--- src/rtl/pm_fetch_wait.sv ---
// Instruction fetch: holds pm_addr for WAIT_CYCLES edges, then captures pm_data into ir.
// Latency: first capture on the WAIT_CYCLES-th edge after reset or jump; ir/ir_valid are registered.
// Backpressure: with ir_valid set and ir_ready low, address and wait state hold until the slot frees.
module pm_fetch_wait #(
    parameter int ADDR_W      = 8,
    parameter int DATA_W      = 8,
    parameter int WAIT_CYCLES = 3,
    parameter int CNT_W       = 16
) (
    input  logic              clk,
    input  logic              reset_n,
    output logic [ADDR_W-1:0] pm_addr,
    input  logic [DATA_W-1:0] pm_data,
    input  logic              jump,
    input  logic [ADDR_W-1:0] jump_addr,
    output logic [DATA_W-1:0] ir,
    output logic              ir_valid,
    input  logic              ir_ready,
    output logic [CNT_W-1:0]  fetch_count
);

    generate
        if (WAIT_CYCLES < 1 || WAIT_CYCLES > 15) begin : g_bad_cfg
            $error("pm_fetch_wait: WAIT_CYCLES must be within 1..15");
        end
    endgenerate

    localparam logic [3:0] WLAST = 4'(WAIT_CYCLES - 1);

    typedef enum logic {
        S_WAIT  = 1'b0,
        S_READY = 1'b1
    } state_t;

    state_t              state_q, state_d;
    logic [3:0]          wcnt_q, wcnt_d;
    logic [ADDR_W-1:0]   addr_d;
    logic [DATA_W-1:0]   ir_d;
    logic                vld_d;
    logic [CNT_W-1:0]    cnt_d;
    logic                slot_free;
    logic                capture;

    assign slot_free = !ir_valid || ir_ready;

    always_ff @(posedge clk or negedge reset_n) begin
        if (!reset_n) begin
            state_q     <= S_WAIT;
            wcnt_q      <= '0;
            pm_addr     <= '0;
            ir          <= '0;
            ir_valid    <= 1'b0;
            fetch_count <= '0;
        end else begin
            state_q     <= state_d;
            wcnt_q      <= wcnt_d;
            pm_addr     <= addr_d;
            ir          <= ir_d;
            ir_valid    <= vld_d;
            fetch_count <= cnt_d;
        end
    end

    always_comb begin
        state_d = state_q;
        wcnt_d  = wcnt_q;
        addr_d  = pm_addr;
        ir_d    = ir;
        vld_d   = ir_valid;
        cnt_d   = fetch_count;
        capture = 1'b0;

        if (jump) begin
            // Jump flushes everything in flight and restarts the settle window.
            addr_d  = jump_addr;
            vld_d   = 1'b0;
            wcnt_d  = '0;
            state_d = S_WAIT;
        end else begin
            capture = slot_free && ((state_q == S_READY) || (wcnt_q == WLAST));
            if (capture) begin
                ir_d    = pm_data;
                vld_d   = 1'b1;
                addr_d  = pm_addr + ADDR_W'(1);
                wcnt_d  = '0;
                state_d = S_WAIT;
                cnt_d   = fetch_count + CNT_W'(1);
            end else begin
                if (ir_valid && ir_ready) begin
                    vld_d = 1'b0;
                end
                if (state_q == S_WAIT) begin
                    if (wcnt_q < WLAST) begin
                        wcnt_d = wcnt_q + 4'd1;
                    end else begin
                        state_d = S_READY;
                    end
                end
            end
        end
    end

endmodule

--- config.mk ---
export PLATFORM = sky130hd
export DESIGN_NAME = pm_fetch_wait
export DESIGN_NICKNAME = d
export VERILOG_FILES = /design/src/rtl/pm_fetch_wait.sv
export SDC_FILE = /design/constraint.sdc
export NUM_CORES = 1
export LEC_CHECK = 0
export ABC_AREA = 1
export BUFFER_PORTS_ARGS = -buffer_cell sky130_fd_sc_hd__buf_2
export CAP_MARGIN = 20
export CELL_PAD_IN_SITES_DETAIL_PLACEMENT = 0
export CELL_PAD_IN_SITES_GLOBAL_PLACEMENT = 1
export CORE_MARGIN = 1
export CORE_UTILIZATION = 40
export CTS_CLUSTER_DIAMETER = 100
export DETAILED_ROUTE_END_ITERATION = 8
export PLACE_DENSITY_LB_ADDON = 0.15
export SYNTH_ARGS = -nofsm -noshare
export SYNTH_HDL_FRONTEND = slang
export SYNTH_SLANG_ARGS = --single-unit
--- constraint.sdc ---
create_clock -name clk -period 2.5 [get_ports clk]
set_input_delay 0.125 -clock clk [delete_from_list [all_inputs] [get_ports clk]]
set_output_delay 0.125 -clock clk [all_outputs]
set_load 0.01 [all_outputs]
==> results of run 1 <==
==> final cells by class <==
cell class,count,area (um2)
sequential,38,951
tap,67,83.8
clock inverter,1,5.00
multi-input combinational,195,931
inverter,27,101
clock buffer,7,86.3
timing repair buffer,54,278
fill,513,2380
==> Yosys cell counts (all sizes together) <==
library cell  number
xor2               5
ha                 4
nand4              7
nand3b             2
inv               27
nor2              21
buf                6
nand3             27
o211ai             3
xnor2              4
a31oi              1
o21ai             13
nand2            103
or2                3
dfrtp             38
clkbuf             1
a21oi              2
==> state kept, by name (all words and copies together) (netlist names) <==
register     flops
ir               8
state_q          1
wcnt_q           4
ir_valid         1
pm_addr          8
fetch_count     16
==> where the power goes <==
group	leakage [nW]	total, mW	switching, mW	internal [mW]
logic	0.742	0.909	0.548	0.362
clock network	0.0482	0.438	0.216	0.223
registers	0.494	1.01	0.195	0.813
==> per-stage QoR <==
stage	instance area [um2]	utilization	setup slack (ns)	hold WS (ns)
finish	2440	0.506	0.953	0.0299
global route	2440	0.506	0.738	0.0258
CTS	2440	0.506	0.925	0.0222
detailed placement	2330	0.485	0.933	0.299
global placement	2330	0.485	0.978	0.293
floorplan	2030	-	1.15	-0.171
==> worst min-delay path: cells and delay by family <==
| family | cells | cell delay (ns) |
|---|---|---|
| and+or+nand+nor | 2 | 0.08 |
| buffers and inverters | 1 | 0.07 |
==> path summary, 6_finish.rpt <==
check | from | endpoint | slack (ns) | depth (start not counted)
max | wcnt_q[0]$_DFFE_PN0P_ | fetch_count[11]$_DFFE_PN0P_ | 0.95 | 7
min | pm_data[3] | ir[3]$_DFFE_PN0P_ | 0.03 | 3
max reg2reg | wcnt_q[0]$_DFFE_PN0P_ | fetch_count[11]$_DFFE_PN0P_ | 0.95 | 7
min reg2reg | ir[7]$_DFFE_PN0P_ | ir[7]$_DFFE_PN0P_ | 0.48 | 2
max in group asynchronous | reset_n | fetch_count[3]$_DFFE_PN0P_ | 1.47 | 2
min in group asynchronous | reset_n | wcnt_q[3]$_DFFE_PN0P_ | 0.48 | 2
==> logic make-up (layout without fill, tap and decap cells) <==
logic type | Yosys count | in the layout | synth area share
XOR/XNOR | 9 | 9 | 0.0388
AND/OR/NAND/NOR | 163 | 163 | 0.344
AO/OA/AOI/OAI | 19 | 19 | 0.0511
buffers and inverters | 34 | 89 | 0.0739
adder cells (fa/ha/maj) | 4 | 4 | 0.0246
flip-flops | 38 | 38 | 0.468
==> per-layer routing <==
layer	global-route usage	vias to the layer above	routed length (um)
li1	-	947	-
met1	0.264	835	2190
met2	0.288	44	1970
met3	0.0425	5	205
met4	0.0654	0	50
met5	0	-	0
==> what timing repair did <==
item	CTS	global route
setup endpoints to repair	0	0
hold buffers	1	0
endpoints found under the hold margin	38	0
==> impl_metrics.csv, run 1 <==
group,metric,value,unit
pwr,p_leak,1.28,nW
finish,final_common_cell,"nand2_1",
place,dp_cells,380,
clock_network,path_clk_slew,0.08,ns
worst_setup_path,path_class,"flop to flop",
detailed_routing,wl_per_cell,11.4,um
place,gp_congestion,0.765,
die,fp.dieArea,5370,um2
synth,ys_types,23,
synth,ys_top_cells_by_area,"dfrtp_1 47%, nand2_1 19%, nand3_1 6.4%, inv_1 4.8%, nor2_1 3.7%",
timing,fmax,647,MHz
pwr,pwr_density_cell,967,nW/um2
timing,slew_violations,0,
global_routing,grt_pass1_wl,7730,um
synth,syn_area,2030,um2
global_routing,grt_pass1_vias,1673,
detailed_routing,first_iter_violations,122,
detailed_routing,detailroute.via_count,1831,
die,rows,25,
timing,finalHoldViolCount,0,
synth,seq_area_frac_synth,0.468,
worst_setup_path,critPathArrivalTime,1.70,ns
clock_network,cts_resized,0,
timing,period_needed,1.55,ns
clock_network,cts.sinks,38,
finish,stdcell_count,389,
synth,syn_inst,267,
global_routing,grt_max_degree,39,
clock_network,cts.htree.levels,2,
finish,final_nets,345,
worst_setup_path,cp_max_fo,29,
place,io_buffers,52,
synth,netlist.area_leader.share,0.468,
timing,setup_tns,0,ns
timing,setup_viol,0,
place,dp_hpwl,3080,um
global_routing,track_usage,0.189,
detailed_routing,routed_wl,4420,um
detailed_routing,dr.pass1.iters,4,
global_routing,antenna_found_initial,0,
detailed_routing,viasPerCell,4.71,
synth,synth_nets,291,
clock_network,cts_buffers,5,
timing,rsz0062_at_grt,"false",
die,die_h,73.3,um
finish,drive_above_1_share,0.211,
run,drv_cap,0,
worst_setup_path,crit_family,"buffers and inverters",
worst_setup_path,crit_buf_inv,2,
worst_setup_path,cp_slowest_cell,"dfrtp_1",
pwr,vdd_drop_max,0.000476,V
clock_network,max-clock-path-buffers,2,
worst_setup_path,start_kind,"flop",
worst_setup_path,cp-end-kind,"flop",
synth,synth_area_leader_cell,"dfrtp_1",
finish,antenna_cells_inserted,0,
worst_setup_path,crit_required,2.65,ns
finish,layout_common_cells,"101 x nand2_1, 52 x buf_2, 38 x dfrtp_1",
synth,syn_avg_cell_area,7.61,um2
die,pin_count,53,
global_routing,grt_overflow,0,
pwr,finalPower,2.36,mW
worst_setup_path,path_cells,"inv_1 -> ha_1 -> nand2_1 -> nand2_2 -> nand3_4 -> inv_2 -> o21ai_0",
worst_setup_path,worst_path_largest_cell_delay,0.41,ns
timing,tightest_slew,0.864,ns
finish,areaGrowthSynthToFinish,19.9,%
clock_network,clkLatencyLatePin,0.29,ns
clock_network,post_cts_buffers,0,
timing,slew_headroom,0.424,
die,initial_core_util,0.422,
timing,fin_skew,0.00810,ns
min_path,min_path_type,"input port to flop",
clock_network,cts_tree,"built",
synth,ys_warn_count,0,
die,core_area,4820,um2
die,die_x,73.3,um
timing,fin_crit_sh,0.619,
clock_network,cts-root-buf,"clkbuf_8",
outcome,status,"complete, no violations",
detailed_routing,drc_errors,0,
detailed_routing,postRouteAntennaNets,0,
synth,synth.ff_latch_count,38,
Note: power is estimated with default switching activity, not from simulation.
==> run 2: changes to the inputs <==
- ABC_AREA: 1 -> 0
- CORE_UTILIZATION: 40 -> 39
- clock period: 2.5 -> 1.5 ns (I/O delays scaled with it)
==> run 2 against run 1 <==
The run now ends with negative setup slack left. Hold slack worse by 0.016 ns. Global-route usage up 1.2 points. Sequential cell count unchanged. Critical path depth down 1. Total power up 83%. Synthesized cell count down 42%. Routed wire length up 0.88%. Worst setup slack worse by 1.4 ns. Clock power up 95%. Final area up 13%. Core utilization up 12 points. Critical path type unchanged. Largest power group is now combinational logic.
==> impl_metrics.csv, run 2 <==
group,metric,value,unit
timing,slew_violations,0,
synth,synth.ff_latch_count,38,
die,die_h,70.4,um
detailed_routing,viasPerCell,5.14,
die,rows,24,
timing,worst_slack,-0.444,ns
synth,postSynth.asyncResetShare,1.00,
synth,ys_top_cells_by_area,"dfrtp_1 52%, mux2_2 5.6%, xor2_1 5.3%, xnor2_1 4.8%, ha_1 2.7%",
timing,period_needed,1.94,ns
clock_network,max-clock-path-buffers,2,
place,pre_cts_ws,-0.560,ns
run,drv_cap,0,
finish,areaGrowthSynthToFinish,50.5,%
global_routing,grt_overflow,0,
clock_network,cts_buffers,5,
timing,tightest_slew,0.634,ns
synth,netlist.area_leader.share,0.521,
worst_setup_path,cp_slowest_cell,"or3b_4",
finish,drive_above_1_share,0.471,
finish,fin_util,0.622,
worst_setup_path,start_kind,"flop",
global_routing,grt_pass1_vias,1633,
clock_network,cts.sinks,38,
timing,hold_slack,0.0142,ns
synth,dominantRegCellSynth,"dfrtp_1",
clock_network,clkLatencyLatePin,0.29,ns
synth,syn_inst,156,
pwr,vdd_drop_max,0.00101,V
global_routing,grt_pass1_wl,7620,um
finish,top_register,"fetch_count",
worst_setup_path,worst_path_largest_cell_delay,0.44,ns
die,die_x,70.4,um
detailed_routing,detailroute.via_count,1588,
timing,slew_headroom,0.576,
synth,seq_area_frac_synth,0.521,
finish,finish.instance_area,2750,um2
pwr,finalPower,4.30,mW
timing,setup_tns,-10.15,ns
detailed_routing,wl_per_cell,14.4,um
global_routing,antenna_found_initial,0,
worst_setup_path,crit_required,1.68,ns
pwr,p_leak,1.34,nW
timing,fin_crit_sh,1.30,
place,dp_cells,284,
clock_network,cts-root-buf,"clkbuf_8",
detailed_routing,routed_wl,4460,um
finish,final_nets,280,
place,detailed_place.area,2410,um2
worst_setup_path,path_class,"flop to flop",
outcome,failed_checks,"negative setup slack",
die,pin_count,53,
synth,synth_nets,180,
min_path,min_path_type,"input port to flop",
place,gp_congestion,0.788,
finish,stdcell_count,309,
clock_network,cts_tree,"built",
timing,rsz0062_at_grt,"true",
worst_setup_path,critPathArrivalTime,2.12,ns
timing,setup_viol,36,
synth,synth_edf_count,0,
timing,finalHoldViolCount,0,
synth,ys_warn_count,0,
worst_setup_path,cp_max_fo,14,
synth,syn_area,1830,um2
global_routing,grt_max_degree,39,
finish,layout.filler_cells,366,
synth,synth_area_leader_cell,"dfrtp_1",
synth,yosysMostFrequentCell,"dfrtp_1",
worst_setup_path,cp-end-kind,"flop",
finish,reg_top3,"fetch_count (16), ir (8), pm_addr (8)",
pwr,pwr_density_cell,1560,nW/um2
detailed_routing,drc_errors,0,
global_routing,track_usage,0.201,
die,initial_core_util,0.414,
place,dp_hpwl,3150,um
place,io_buffers,52,
finish,largest_reg_flops,16,
finish,seq_area,951,um2
finish,antenna_cells_inserted,0,
detailed_routing,first_iter_violations,62,
synth,ys_types,36,
timing,fmax,514,MHz
detailed_routing,dr.pass1.iters,4,
synth,synth_common_cells,"38 x dfrtp_1, 13 x nand2_1, 11 x xor2_1, 10 x nand3_1, 10 x xnor2_1",
die,fp.dieArea,4960,um2
finish,layout_common_cells,"52 x buf_2, 38 x dfrtp_1, 29 x buf_4",
timing,fin_skew,0.00523,ns
clock_network,cts.htree.levels,2,
outcome,status,"complete, but fails checks",
clock_network,path_clk_slew,0.08,ns
worst_setup_path,path_cells,"inv_1 -> ha_1 -> or3b_4 -> a211oi_4 -> buf_12 -> mux2_2",
die,core_area,4410,um2
finish,multi_input_area,936,um2
finish,final_common_cell,"buf_2",
detailed_routing,postRouteAntennaNets,0,
synth,syn_avg_cell_area,11.7,um2
-- run 2: cell count changes after synthesis, moves of 5 or more --
cell     change
o21ai_0      -6
nand3_1     -16
nand2_1     -88
nor2_1      -17
xnor2_1      +6
nor4_1       +7
mux2_2       +9
inv_1       -22
nand4_1      -5
xor2_1       +6
nor3_1       +6
-- run 2: repair_timing --
item                                   CTS  global route
buffers inserted                         3             2
pin swaps                                7             2
hold buffers                             8             4
setup endpoints to repair               36            36
endpoints found under the hold margin   45             4
resized for setup                       11             4
-- run 2: critical path, delay by kind of cell (launching register included) --
| family | cells | cell delay [ns] |
|---|---|---|
| mux | 1 | 0.34 |
| simple gates | 1 | 0.44 |
| flops | 1 | 0.38 |
| compound gates | 1 | 0.27 |
| buf+inv | 2 | 0.25 |
| fa+ha+maj | 1 | 0.14 |
-- run 2: layout make-up --
class,count,area share
well taps,52,0.0237
flip-flops and latches,38,0.346
clock inverters,3,0.0146
clock buffers,5,0.0250
repair buffers,98,0.245
inverters,4,0.00546
multi-input cells,109,0.341
-- run 2: routing by layer --
| metal | vias up | GRT usage | part of all wire |
|---|---|---|---|
| met1 | 768 | 0.243 | 0.43 |
| met2 | 47 | 0.337 | 0.50 |
| met4 | 0 | 0.0778 | 0.020 |
| met3 | 11 | 0.0563 | 0.050 |
| li1 | 762 | - | - |
| met5 | - | 0 | 0 |
-- run 2: cells by family (layout without fill, tap and decap cells) --
logic type               count (synthesis)  after routing  synth area share
AND/OR/NAND/NOR                         55             55             0.171
XOR/XNOR                                21             21             0.101
flip-flops                              38             38             0.521
buffers and inverters                    9            110            0.0267
adder cells (fa/ha/maj)                  4              4            0.0274
multiplexers                            10             10            0.0610
AO/OA/AOI/OAI                           19             19            0.0918
-- run 2: worst paths after layout --
check	cells past startpoint	start	end	slack [ns]
setup reg to reg	6	wcnt_q[0]$_DFFE_PN0P_	ir[3]$_DFFE_PN0P_	-0.44
max in group asynchronous	3	reset_n	fetch_count[12]$_DFFE_PN0P_	0.81
min in group asynchronous	3	reset_n	pm_addr[3]$_DFFE_PN0P_	0.35
hold / removal	2	pm_data[0]	ir[0]$_DFFE_PN0P_	0.01
setup / recovery	6	wcnt_q[0]$_DFFE_PN0P_	ir[3]$_DFFE_PN0P_	-0.44
hold reg to reg	1	fetch_count[15]$_DFFE_PN0P_	fetch_count[15]$_DFFE_PN0P_	0.46
-- run 2: report_power, final --
part           internal, mW  switching (mW)  total [mW]
clock                 0.489           0.366       0.855
sequential             1.28           0.191        1.47
combinational          1.02           0.947        1.97
total                  2.80            1.50        4.30
==> run 3: changes to the inputs <==
- SKIP_LAST_GASP: unset -> 1
==> run 3 against run 2 <==
The run still ends with negative setup slack left. Routed wire length is 0.43% higher. Register-to-register slack is essentially flat. Combinational power barely moved. Die area did not move. Critical path depth unchanged. Critical endpoint unchanged.
==> impl_metrics.csv, run 3 (synthesis results as in run 2) <==
group,metric,value,unit
outcome,status,"complete, but fails checks",
outcome,failed_checks,"negative setup slack",
clock_network,cts-root-buf,"clkbuf_8",
clock_network,cts_buffers,5,
pwr,pwr_density_cell,1560,nW/um2
timing,period_needed,1.95,ns
detailed_routing,drc_errors,0,
place,io_buffers,52,
global_routing,grt_max_degree,39,
timing,rsz0062_at_grt,"true",
detailed_routing,routed_wl,4480,um
detailed_routing,viasPerCell,5.15,
timing,slew_headroom,0.575,
worst_setup_path,start_kind,"flop",
timing,tightest_slew,0.636,ns
place,dp_hpwl,3150,um
die,initial_core_util,0.414,
detailed_routing,first_iter_violations,70,
clock_network,cts.sinks,38,
finish,drive_above_1_share,0.469,
die,die_h,70.4,um
detailed_routing,postRouteAntennaNets,0,
clock_network,max-clock-path-buffers,2,
clock_network,cts.htree.levels,2,
worst_setup_path,rrSetupSlack,-0.45,ns
die,die_x,70.4,um
global_routing,grt_overflow,0,
timing,fmax,514,MHz
place,gp_congestion,0.788,
worst_setup_path,crit_required,1.68,ns
finish,top_register,"fetch_count",
timing,worst_slack,-0.447,ns
clock_network,cts_tree,"built",
detailed_routing,wl_per_cell,14.4,um
finish,layout.filler_cells,370,
global_routing,antenna_found_initial,0,
worst_setup_path,path_class,"flop to flop",
place,dp_cells,284,
finish,areaGrowthSynthToFinish,50.5,%
timing,fin_skew,0.00544,ns
global_routing,grt_pass1_vias,1637,
clock_network,clkLatencyLatePin,0.29,ns
min_path,min_path_type,"input port to flop",
timing,setup_tns,-10.14,ns
pwr,vdd_drop_max,0.00101,V
global_routing,track_usage,0.201,
finish,antenna_cells_inserted,0,
place,pre_cts_ws,-0.560,ns
timing,slew_violations,0,
finish,reg_top3,"fetch_count (16), ir (8), pm_addr (8)",
worst_setup_path,critPathArrivalTime,2.13,ns
die,rows,24,
finish,final_nets,281,
detailed_routing,detailroute.via_count,1597,
run,drv_cap,0,
finish,largest_reg_flops,16,
die,pin_count,53,
pwr,p_leak,1.35,nW
finish,final_common_cell,"buf_2",
worst_setup_path,cp-end-kind,"flop",
detailed_routing,dr.pass1.iters,4,
timing,setup_viol,36,
timing,fin_crit_sh,1.30,
timing,finalHoldViolCount,0,
global_routing,grt_pass1_wl,7620,um
die,fp.dieArea,4960,um2
clock_network,path_clk_slew,0.08,ns
die,core_area,4410,um2
finish,stdcell_count,310,
finish,layout_common_cells,"52 x buf_2, 38 x dfrtp_1, 30 x buf_4",
timing,hold_slack,0.0144,ns
worst_setup_path,cp_max_fo,14,
run 3: cell types whose count changed in the layout (fill, tap and decap cells not counted):
cell	before	now
xor2_1	10	11
buf_4	29	30
xor2_2	1	0
run 3: layer usage:
metal / vias up / track usage / part of all wire
met4: 0 / 0.0778 / 0.019
met2: 50 / 0.337 / 0.50
met3: 11 / 0.0563 / 0.049
li1: 764 / - / -
met5: - / 0 / 0
met1: 772 / 0.243 / 0.43
run 3: worst paths after layout:
path / startpoint / end / depth (start not counted)
max: wcnt_q[0]$_DFFE_PN0P_ / ir[3]$_DFFE_PN0P_ / 6
min: pm_data[0] / ir[0]$_DFFE_PN0P_ / 2
max reg2reg: wcnt_q[0]$_DFFE_PN0P_ / ir[3]$_DFFE_PN0P_ / 6
min reg2reg: fetch_count[15]$_DFFE_PN0P_ / fetch_count[15]$_DFFE_PN0P_ / 1
max in group asynchronous: reset_n / fetch_count[12]$_DFFE_PN0P_ / 3
min in group asynchronous: reset_n / pm_addr[3]$_DFFE_PN0P_ / 3
run 3: timing repair:
item / CTS / global route
resized for setup: 11 / 3
setup endpoints to repair: 36 / 36
setup buffers: 3 / 3
hold buffers: 8 / 4
endpoints found under the hold margin: 45 / 4
pin swaps: 6 / 3
run 3: critical path: stages, from the launching register on:
cell and delay [ns]:
dfrtp_1 0.38, inv_1 0.06, ha_1 0.14, or3b_4 0.44
a211oi_4 0.27, buf_12 0.19, mux2_2 0.34
run 3: layout make-up:
type / instances / area [um2] / area share
flip-flops and latches: 38 / 951 / 0.346
multi-input cells: 109 / 928 / 0.338
repair buffers: 99 / 679 / 0.247
clock buffers: 5 / 68.8 / 0.0250
well taps: 52 / 65.1 / 0.0237
clock inverters: 3 / 40.0 / 0.0146
inverters: 4 / 15.0 / 0.00546
run 3: metrics by stage:
step | area (um2) | power, mW | utilization
floorplan | 1870 | 2.46 | -
global placement | 2410 | 3.18 | 0.545
detailed placement | 2410 | 3.24 | 0.545
CTS | 2670 | 4.28 | 0.606
global route | 2750 | 4.57 | 0.622
finish | 2750 | 4.29 | 0.622
run 3: report_power, final:
part / switching [mW] / internal [mW]
logic: 0.946 / 1.02
clock network: 0.366 / 0.489
registers: 0.184 / 1.28
total: 1.50 / 2.79
